$ cat config.mk
export PLATFORM = sky130hd
export DESIGN_NAME = police_car_sprite_renderer
export DESIGN_NICKNAME = d
export VERILOG_FILES = /design/src/rtl/police_car_sprite_renderer.sv
export SDC_FILE = /design/constraint.sdc
export NUM_CORES = 1
export LEC_CHECK = 0
export ABC_AREA = 1
export ABC_CLOCK_PERIOD_IN_PS = 5800
export CAP_MARGIN = 20
export CORE_MARGIN = 3
export CORE_UTILIZATION = 52
export DETAILED_ROUTE_END_ITERATION = 10
export PLACE_DENSITY = 0.8
export SETUP_SLACK_MARGIN = 0.1
export SYNTH_ARGS = -nofsm -noshare
export SYNTH_HDL_FRONTEND = slang
export SYNTH_SLANG_ARGS = --single-unit
$ cat constraint.sdc
create_clock -name Clk -period 5.8 [get_ports Clk]
set_input_delay 1.74 -clock Clk [delete_from_list [all_inputs] [get_ports Clk]]
set_output_delay 1.74 -clock Clk [all_outputs]
set_load 0.01 [all_outputs]
$ cat src/rtl/police_car_sprite_renderer.sv
// police_car_sprite_renderer: scan position to sprite ROM address, colour-key test, 3-cycle pixel pipeline
// Optional horizontal mirroring is built only when POLICE_CAR_FLIP_EN is defined.
module police_car_sprite_renderer #(
    parameter int          SPR_W   = 56,
    parameter int          SPR_H   = 35,
    parameter logic [23:0] KEY_RGB = 24'hFF00FF
) (
    input  logic        Clk,
    input  logic        Reset_n,
    input  logic [9:0]  DrawX,
    input  logic [9:0]  DrawY,
    input  logic        in_valid,
    input  logic        frame_start,
    input  logic        pos_load,
    input  logic [9:0]  pos_x,
    input  logic [9:0]  pos_y,
    input  logic        flip,
    output logic [18:0] rom_addr,
    input  logic [23:0] rom_data,
    output logic        out_valid,
    output logic        sprite_on,
    output logic [23:0] out_rgb
);
    logic [9:0]  sh_x, sh_y, act_x, act_y;
    logic        eff_flip;
    logic [10:0] x11, y11, ax11, ay11, dx, dy, col;
    logic        hit;
    logic [18:0] addr_d;
    logic        hit1, valid1, hit2, valid2;
    logic        opaque;

    // shadow position: captured whenever a new position is offered
    always_ff @(posedge Clk or negedge Reset_n) begin
        if (!Reset_n) begin
            sh_x <= '0;
            sh_y <= '0;
        end else if (pos_load) begin
            sh_x <= pos_x;
            sh_y <= pos_y;
        end
    end

    // active position: committed only at frame start, bypassing shadow when loaded the same cycle
    always_ff @(posedge Clk or negedge Reset_n) begin
        if (!Reset_n) begin
            act_x <= '0;
            act_y <= '0;
        end else if (frame_start) begin
            act_x <= pos_load ? pos_x : sh_x;
            act_y <= pos_load ? pos_y : sh_y;
        end
    end

`ifdef POLICE_CAR_FLIP_EN
    logic sh_flip, act_flip;

    // mirror flag follows the same shadow/active double buffering as the position
    always_ff @(posedge Clk or negedge Reset_n) begin
        if (!Reset_n) begin
            sh_flip  <= 1'b0;
            act_flip <= 1'b0;
        end else begin
            if (pos_load)
                sh_flip <= flip;
            if (frame_start)
                act_flip <= pos_load ? flip : sh_flip;
        end
    end

    assign eff_flip = act_flip;
`else
    logic unused_flip;
    assign unused_flip = flip;
    assign eff_flip    = 1'b0;
`endif

    // hit test and address generation in 11 bits so a car near the right edge clips instead of wrapping
    always_comb begin
        x11    = {1'b0, DrawX};
        y11    = {1'b0, DrawY};
        ax11   = {1'b0, act_x};
        ay11   = {1'b0, act_y};
        hit    = in_valid && (x11 >= ax11) && (x11 < ax11 + 11'(SPR_W))
                          && (y11 >= ay11) && (y11 < ay11 + 11'(SPR_H));
        dx     = x11 - ax11;
        dy     = y11 - ay11;
        col    = eff_flip ? 11'(SPR_W - 1) - dx : dx;
        addr_d = hit ? 19'(dy) * 19'(SPR_W) + 19'(col) : '0;
    end

    // stage 1: present the address to the ROM with its hit/valid tags
    always_ff @(posedge Clk or negedge Reset_n) begin
        if (!Reset_n) begin
            rom_addr <= '0;
            hit1     <= 1'b0;
            valid1   <= 1'b0;
        end else begin
            rom_addr <= addr_d;
            hit1     <= hit;
            valid1   <= in_valid;
        end
    end

    // stage 2: tags ride alongside the ROM's one-cycle read
    always_ff @(posedge Clk or negedge Reset_n) begin
        if (!Reset_n) begin
            hit2   <= 1'b0;
            valid2 <= 1'b0;
        end else begin
            hit2   <= hit1;
            valid2 <= valid1;
        end
    end

    assign opaque = hit2 && (rom_data != KEY_RGB);

    // stage 3: colour-key transparency and output register
    always_ff @(posedge Clk or negedge Reset_n) begin
        if (!Reset_n) begin
            out_valid <= 1'b0;
            sprite_on <= 1'b0;
            out_rgb   <= '0;
        end else begin
            out_valid <= valid2;
            sprite_on <= opaque;
            out_rgb   <= opaque ? rom_data : '0;
        end
    end
endmodule

==> results of run 1 <==
-- power by group --
group / total, mW / leakage, nW / switching (mW) / internal (mW)
Clock: 0.539 / 0.125 / 0.247 / 0.292
Sequential: 0.692 / 1.14 / 0.0226 / 0.669
Combinational: 3.75 / 2.92 / 1.94 / 1.81
Total: 4.98 / 4.18 / 2.21 / 2.77
-- layout by cell type, fill, tap and decap left out, types with 3 or more instances in the layout --
master,count
a21oi_1,34
clkbuf_16,9
inv_1,119
clkinvlp_4,3
xnor2_2,3
a31oi_1,3
nand4_1,13
nand3_1,28
nand3b_1,3
nor2_2,17
nor3_1,3
clkdlybuf4s50_1,108
o21ai_2,3
nor2_1,63
nand2_1,141
fa_1,7
a21oi_2,4
mux2_2,21
a21o_1,5
xor2_1,21
ha_4,6
dfrtp_1,88
nor4_1,3
nand2_2,6
ha_1,58
xnor2_1,11
o21ai_0,33
inv_2,4
nor3_2,4
xor2_2,3
buf_4,61
-- state kept, by name, indices dropped and copies added (netlist names) --
name       cells
sprite_on      1
sh_x          10
sh_y          10
out_rgb       24
valid1         1
act_x         10
rom_addr      18
hit1           1
out_valid      1
act_y         10
hit2           1
valid2         1
-- per-layer routing --
layer | vias to the layer above | GRT usage | routed length (um)
met1 | 2468 | 0.275 | 6140
met4 | 0 | 0.0585 | 221
met3 | 19 | 0.0481 | 637
met2 | 117 | 0.413 | 7420
met5 | - | 0 | 0
li1 | 2666 | - | -
-- worst min path at each step --
stage               slack [ns]  cells past startpoint                  end             start
global route              0.36                      0       hit2$_DFF_PN0_    hit1$_DFF_PN0_
finish                    0.35                      0       hit2$_DFF_PN0_    hit1$_DFF_PN0_
floorplan                 0.33                      0       hit2$_DFF_PN0_    hit1$_DFF_PN0_
detailed placement        0.34                      0     valid2$_DFF_PN0_  valid1$_DFF_PN0_
global placement          0.33                      0  out_valid$_DFF_PN0_  valid2$_DFF_PN0_
CTS                       0.35                      0     valid2$_DFF_PN0_  valid1$_DFF_PN0_
-- kinds of logic (layout without fill, tap and decap cells) --
| family | after synthesis | in the layout |
|---|---|---|
| AOI/OAI and AO/OA | 88 | 88 |
| xor gates and xnor gates | 38 | 38 |
| adders and majority gates | 72 | 72 |
| buffers and inverters | 134 | 313 |
| DFF | 88 | 88 |
| muxes | 21 | 21 |
| other | 1 | 1 |
| and+or+nand+nor | 285 | 285 |
-- area by class of cell --
type                            count  area share
Tap cell                          140      0.0215
Multi-Input combinational cell    505       0.421
Clock inverter                      6     0.00553
Sequential cell                    88       0.270
Inverter                          124      0.0574
Clock buffer                       10      0.0281
Timing Repair Buffer              173       0.196
-- stage by stage --
stage	std cells	utilization	setup TNS [ns]	area, um2	worst slack, ns
floorplan	727	-	0	5960	0.108
global placement	1023	0.690	-2.69	7610	-0.423
detailed placement	1023	0.690	-3.93	7610	-0.607
CTS	1044	0.725	0	8000	0.127
global route	1046	0.739	-0.0137	8150	-0.0137
finish	1046	0.739	0	8150	0.292
-- worst max-delay path, stage by stage --
cell and delay [ns]:
dlygate4sd2_1 0.25, inv_2 0.08, ha_4 0.15, inv_2 0.05, fa_2 0.36, nand2_2 0.07, nand2_1 0.07, a21oi_2 0.18
buf_4 0.13, buf_4 0.10, o21ai_2 0.07, xor2_2 0.22, buf_4 0.18, xnor2_1 0.12, inv_1 0.06, ha_1 0.28
ha_1 0.36, xnor2_2 0.20, ha_4 0.31, nand4_1 0.10, nor2_2 0.13, nor2_2 0.06, nor2_2 0.15, nand2_2 0.08
nor2_2 0.10, nand2_1 0.07, nand2_1 0.06, nor2_1 0.03
-- cells in the mapped netlist (3+ instances only) --
master    instances
a21o_1            5
a21oi_1          39
a31oi_1           3
clkbuf_1          8
dfrtp_1          88
fa_1              8
ha_1             64
inv_1           121
mux2_2           21
nand2_1         147
nand3_1          28
nand3b_1          3
nand4_1          13
nor2_1           70
nor2_2           11
nor3_1            4
nor3_2            3
nor4_1            3
o21ai_0          35
xnor2_1          13
xor2_1           24
-- timing repair --
action,CTS,global route
gates cloned,0,0
endpoints found under the setup margin,7,8
pin swaps,14,10
gates resized for setup,19,23
setup buffers,5,1
==> flow_summary.toml, run 1 <==
[worst_setup_path]
path_class = "in -> reg"
worst_r2r_endpoint = "rom_addr[16]$_DFF_PN0_"
cp_max_fo = 4
r2r-start = "act_y[2]$_DFFE_PN0P_"
reg2reg_slack_ns = 1.58
critPathLaunch = "DrawY[0]"
r2r_cells = 24
cp-start-kind = "primary input"
endpoint = "rom_addr[15]$_DFF_PN0_"
crit_arrival_ns = 5.75
endpoint_kind = "flop"
required_ns = 6.04

[hold_path]
hold_class = "reg -> reg"

[global_routing]
antenna_found_initial = 0
grt_max_degree = 89
grt_pass1_vias = 5298
grt_pass1_wl_um = 23900
overflow = 0
track_usage = 0.228

[power]
ir_drop_v = 0.000479
finalPower_mw = 4.98
power_density_nw_per_um2 = 611
p_leak_nw = 4.18

[sta]
worst_pin_slew_ns = 0.870
max_slew_margin = 0.418
drv_slew = 0
hold_viol = 0
fin_skew_ns = 0.00727
period_share = 0.950
max_freq_mhz = 182
grt_setup_unrepaired = "true"
holdWs_ns = 0.348
fin_crit_ns = 5.51
setup_viol_count_final = 0

[yosys]
synth_top_area_frac = 0.370
synth_edf_count = 0
synthSimpleGateAreaFrac = 0.206
synth-xor-area-share = 0.0571
synthCells = 727
synth_top_family_by_area = "simple AND/OR/NAND/NOR gates"
yosysUniqueCellTypes = 34
syn_avg_cell_area_um2 = 8.20
synth_compound_area_frac = 0.0796
synth_area_leader_cell = "dfrtp_1"
syn-num-nets = 869
yosysWarnings = 0
synthMuxAreaShare = 0.0397
synthArstFlopShare = 1.00
synth_fa_ha_area_frac = 0.161
syn-cell-area_um2 = 5960
ys_ff_latch = 88
synth_area_leaders = "dfrtp_1 37%, ha_1 13%, nand2_1 9.3%"
synth-main-ff-cell = "dfrtp_1"
seq_area_frac_synth = 0.370

[clock_network]
cts-root-buf = "clkbuf_16"
clk_latency_ns = 0.35
htreeDepth = 3
cts_buffers = 9
clock_path_buffers = 2
cts_tree = "yes"
cts.sinks = 88
clk_pin_slew_ns = 0.06
postCtsHoldBufs = 0

[route]
ant_nets = 0
vias = 5270
drt_iter0_markers = 243
remaining_drc_errors = 0
routedWlPerCell_um = 13.8
viasPerCell = 5.04
first_pass_iters = 4
routed_wl_um = 14400

[cells_and_area]
drive_gt1_frac = 0.170
area_delta_synth_final_pct = 36.7
multiInputGateArea_um2 = 3430
n_fill_cell = 809
diodes = 0
layout.nets = 1043
seq_area_um2 = 2200

[flow_run]
cap_violations = 0

[floorplan]
dieArea_um2 = 12800
rows = 38
die_h_um = 113
dieWidth_um = 113
coreArea_um2 = 11000
start_util = 0.540
boundaryPins = 115

[run_status]
status = "finished clean"

[placement]
hpwl_um = 11100
place_congestion = 0.836
port_buffers = 112
(Power assumes the default switching activity.)
==> inputs of run 2 (changes only) <==
Settings changed: ABC_CLOCK_PERIOD_IN_PS 5800 to 7000, PLACE_DENSITY 0.8 to unset, PLACE_DENSITY_LB_ADDON set to 0.12, REMOVE_ABC_BUFFERS set to 1.
Clock period 5.8 ns to 7 ns, I/O delays scaled along.
==> flow_summary.toml, run 2 (synthesis results as in run 1) <==
[run_status]
status = "finished clean"

[hold_path]
hold_class = "reg -> reg"

[worst_setup_path]
crit_arrival_ns = 6.66
cp_max_fo = 5
required_ns = 7.24
cp-start-kind = "primary input"
endpoint_kind = "flop"
path_class = "in -> reg"

[power]
combPwrFrac = 0.682
swShare = 0.471
pwr-share-clk = 0.141
seqPwrFrac = 0.177
p_leak_nw = 3.90
p_int_mw = 1.71
ir_drop_v = 0.000301
p_switching_mw = 1.53
power_density_nw_per_um2 = 427

[floorplan]
coreArea_um2 = 11000
dieArea_um2 = 12800
dieWidth_um = 113
rows = 38
die_h_um = 113
boundaryPins = 115
start_util = 0.540

[global_routing]
antenna_found_initial = 0
grt_pass1_wl_um = 22700
grt_pass1_vias = 5063
track_usage = 0.217
grt_max_degree = 89
overflow = 0

[sta]
max_slew_margin = 0.410
drv_slew = 0
max_freq_mhz = 156
period_share = 0.918
fin_crit_ns = 6.43
fin_skew_ns = 0.00619
setup-tns-final_ns = 0
grt_setup_unrepaired = "false"
worst_pin_slew_ns = 0.882
hold_viol = 0
layout_setup_ws_ns = 0.575
setup_viol_count_final = 0
holdWs_ns = 0.348

[clock_network]
cts_buffers = 9
clk_latency_ns = 0.35
htreeDepth = 3
cts-root-buf = "clkbuf_16"
cts_tree = "yes"
cts.sinks = 88
postCtsHoldBufs = 0
clock_path_buffers = 2
clk_pin_slew_ns = 0.06

[flow_run]
cap_violations = 0

[route]
first_pass_iters = 4
routedWlPerCell_um = 13.3
routed_wl_um = 13200
drt_iter0_markers = 266
remaining_drc_errors = 0
vias = 5017
ant_nets = 0
viasPerCell = 5.05

[cells_and_area]
largest_reg_flops = 24
diodes = 0
layout_common_cells = "147 x nand2_1, 121 x inv_1, 111 x clkdlybuf4s50_1"
finish.utilization = 0.687
n_fill_cell = 940
area_delta_synth_final_pct = 27.2
largest_registers = "out_rgb: 24 flops, rom_addr: 18 flops"
final_common_cell = "nand2_1"
drive_gt1_frac = 0.0832
layout.nets = 990
largest-register = "out_rgb"

[placement]
hpwl_um = 10500
place_congestion = 0.857
port_buffers = 112
dpl_worst_slack_ns = 0.0591
run 2: worst paths after layout:
| path | startpoint | end | slack (ns) | cells past startpoint |
|---|---|---|---|---|
| worst max-delay path | DrawY[0] | rom_addr[16]$_DFF_PN0_ | 0.57 | 28 |
| worst min-delay path | hit1$_DFF_PN0_ | hit2$_DFF_PN0_ | 0.35 | 0 |
| worst max register to register | act_y[0]$_DFFE_PN0P_ | rom_addr[16]$_DFF_PN0_ | 2.49 | 26 |
| worst min register to register | hit1$_DFF_PN0_ | hit2$_DFF_PN0_ | 0.35 | 0 |
| max in group asynchronous | Reset_n | out_rgb[11]$_DFF_PN0_ | 4.69 | 2 |
| min in group asynchronous | Reset_n | sh_x[4]$_DFF_PN0_ | 1.70 | 1 |
run 2: worst max-delay path, cell delays in order:
cell and delay (ns):
clkdlybuf4s50_1 0.43, inv_1 0.09, ha_1 0.18, inv_1 0.10
fa_1 0.42, nand2_1 0.09, nand2_1 0.07, a21oi_2 0.19
xor2_1 0.10, buf_4 0.13, buf_4 0.13, fa_1 0.47
ha_1 0.37, nand2_1 0.11, nand3_1 0.12, xor2_1 0.17
ha_1 0.33, nand2_1 0.11, nor3_2 0.14, nand2_1 0.08
nand2_1 0.11, nand3_1 0.08, nand2_1 0.10, nand2_1 0.10
nor2_1 0.14, nand3_1 0.09, nand2_1 0.06, nor2_1 0.03
run 2: final cells by class:
cell class / instances / area (um2) / area share
inverter: 124 / 468 / 0.0617
timing repair buffer: 120 / 1200 / 0.158
tap: 140 / 175 / 0.0231
clock buffer: 9 / 225 / 0.0297
sequential: 88 / 2200 / 0.291
clock inverter: 7 / 57.6 / 0.00759
multi-input combinational: 505 / 3250 / 0.429
run 2: through the flow:
stage | power, mW | instances | cell area, um2
final | 3.24 | 993 | 7580
after floorplan | 2.25 | 717 | 5910
after CTS | 3.18 | 989 | 7520
after detailed placement | 2.70 | 973 | 7230
after global routing | 3.62 | 993 | 7580
after global placement | 2.63 | 973 | 7230
run 2: power groups by stage:
| stage | Combinational, mW | Sequential [mW] | Clock, mW |
|---|---|---|---|
| global route | 2.55 | 0.578 | 0.494 |
| floorplan | 1.66 | 0.590 | 0 |
| global placement | 2.05 | 0.581 | 0 |
| finish | 2.21 | 0.573 | 0.456 |
| detailed placement | 2.12 | 0.582 | 0 |
| CTS | 2.14 | 0.574 | 0.471 |
run 2: timing repair:
action,CTS,global route
endpoints found under the setup margin,0,5
resized for setup,0,3
setup buffers,0,3
run 2: metal layers:
layer	share of wire	global-route usage	vias to the layer above
met5	0	0	-
met4	0.023	0.0833	0
met3	0.051	0.0455	24
met2	0.49	0.379	116
met1	0.43	0.265	2314
li1	-	-	2563
==> inputs of run 3 (changes only) <==
--- a/config.mk
+++ b/config.mk
@@ -8,3 +8,2 @@
 export ABC_AREA = 1
-export ABC_CLOCK_PERIOD_IN_PS = 7000
 export CAP_MARGIN = 20
--- a/constraint.sdc
+++ b/constraint.sdc
@@ -3,2 +3,2 @@
 set_output_delay 2.1 -clock Clk [all_outputs]
-set_load 0.01 [all_outputs]
+set_load 0.02 [all_outputs]
==> results of run 3 <==
Same layout as run 2 (identical final DEF). Status: finished clean.
Main changes from that run: total power 3.24 mW -> 3.25 mW
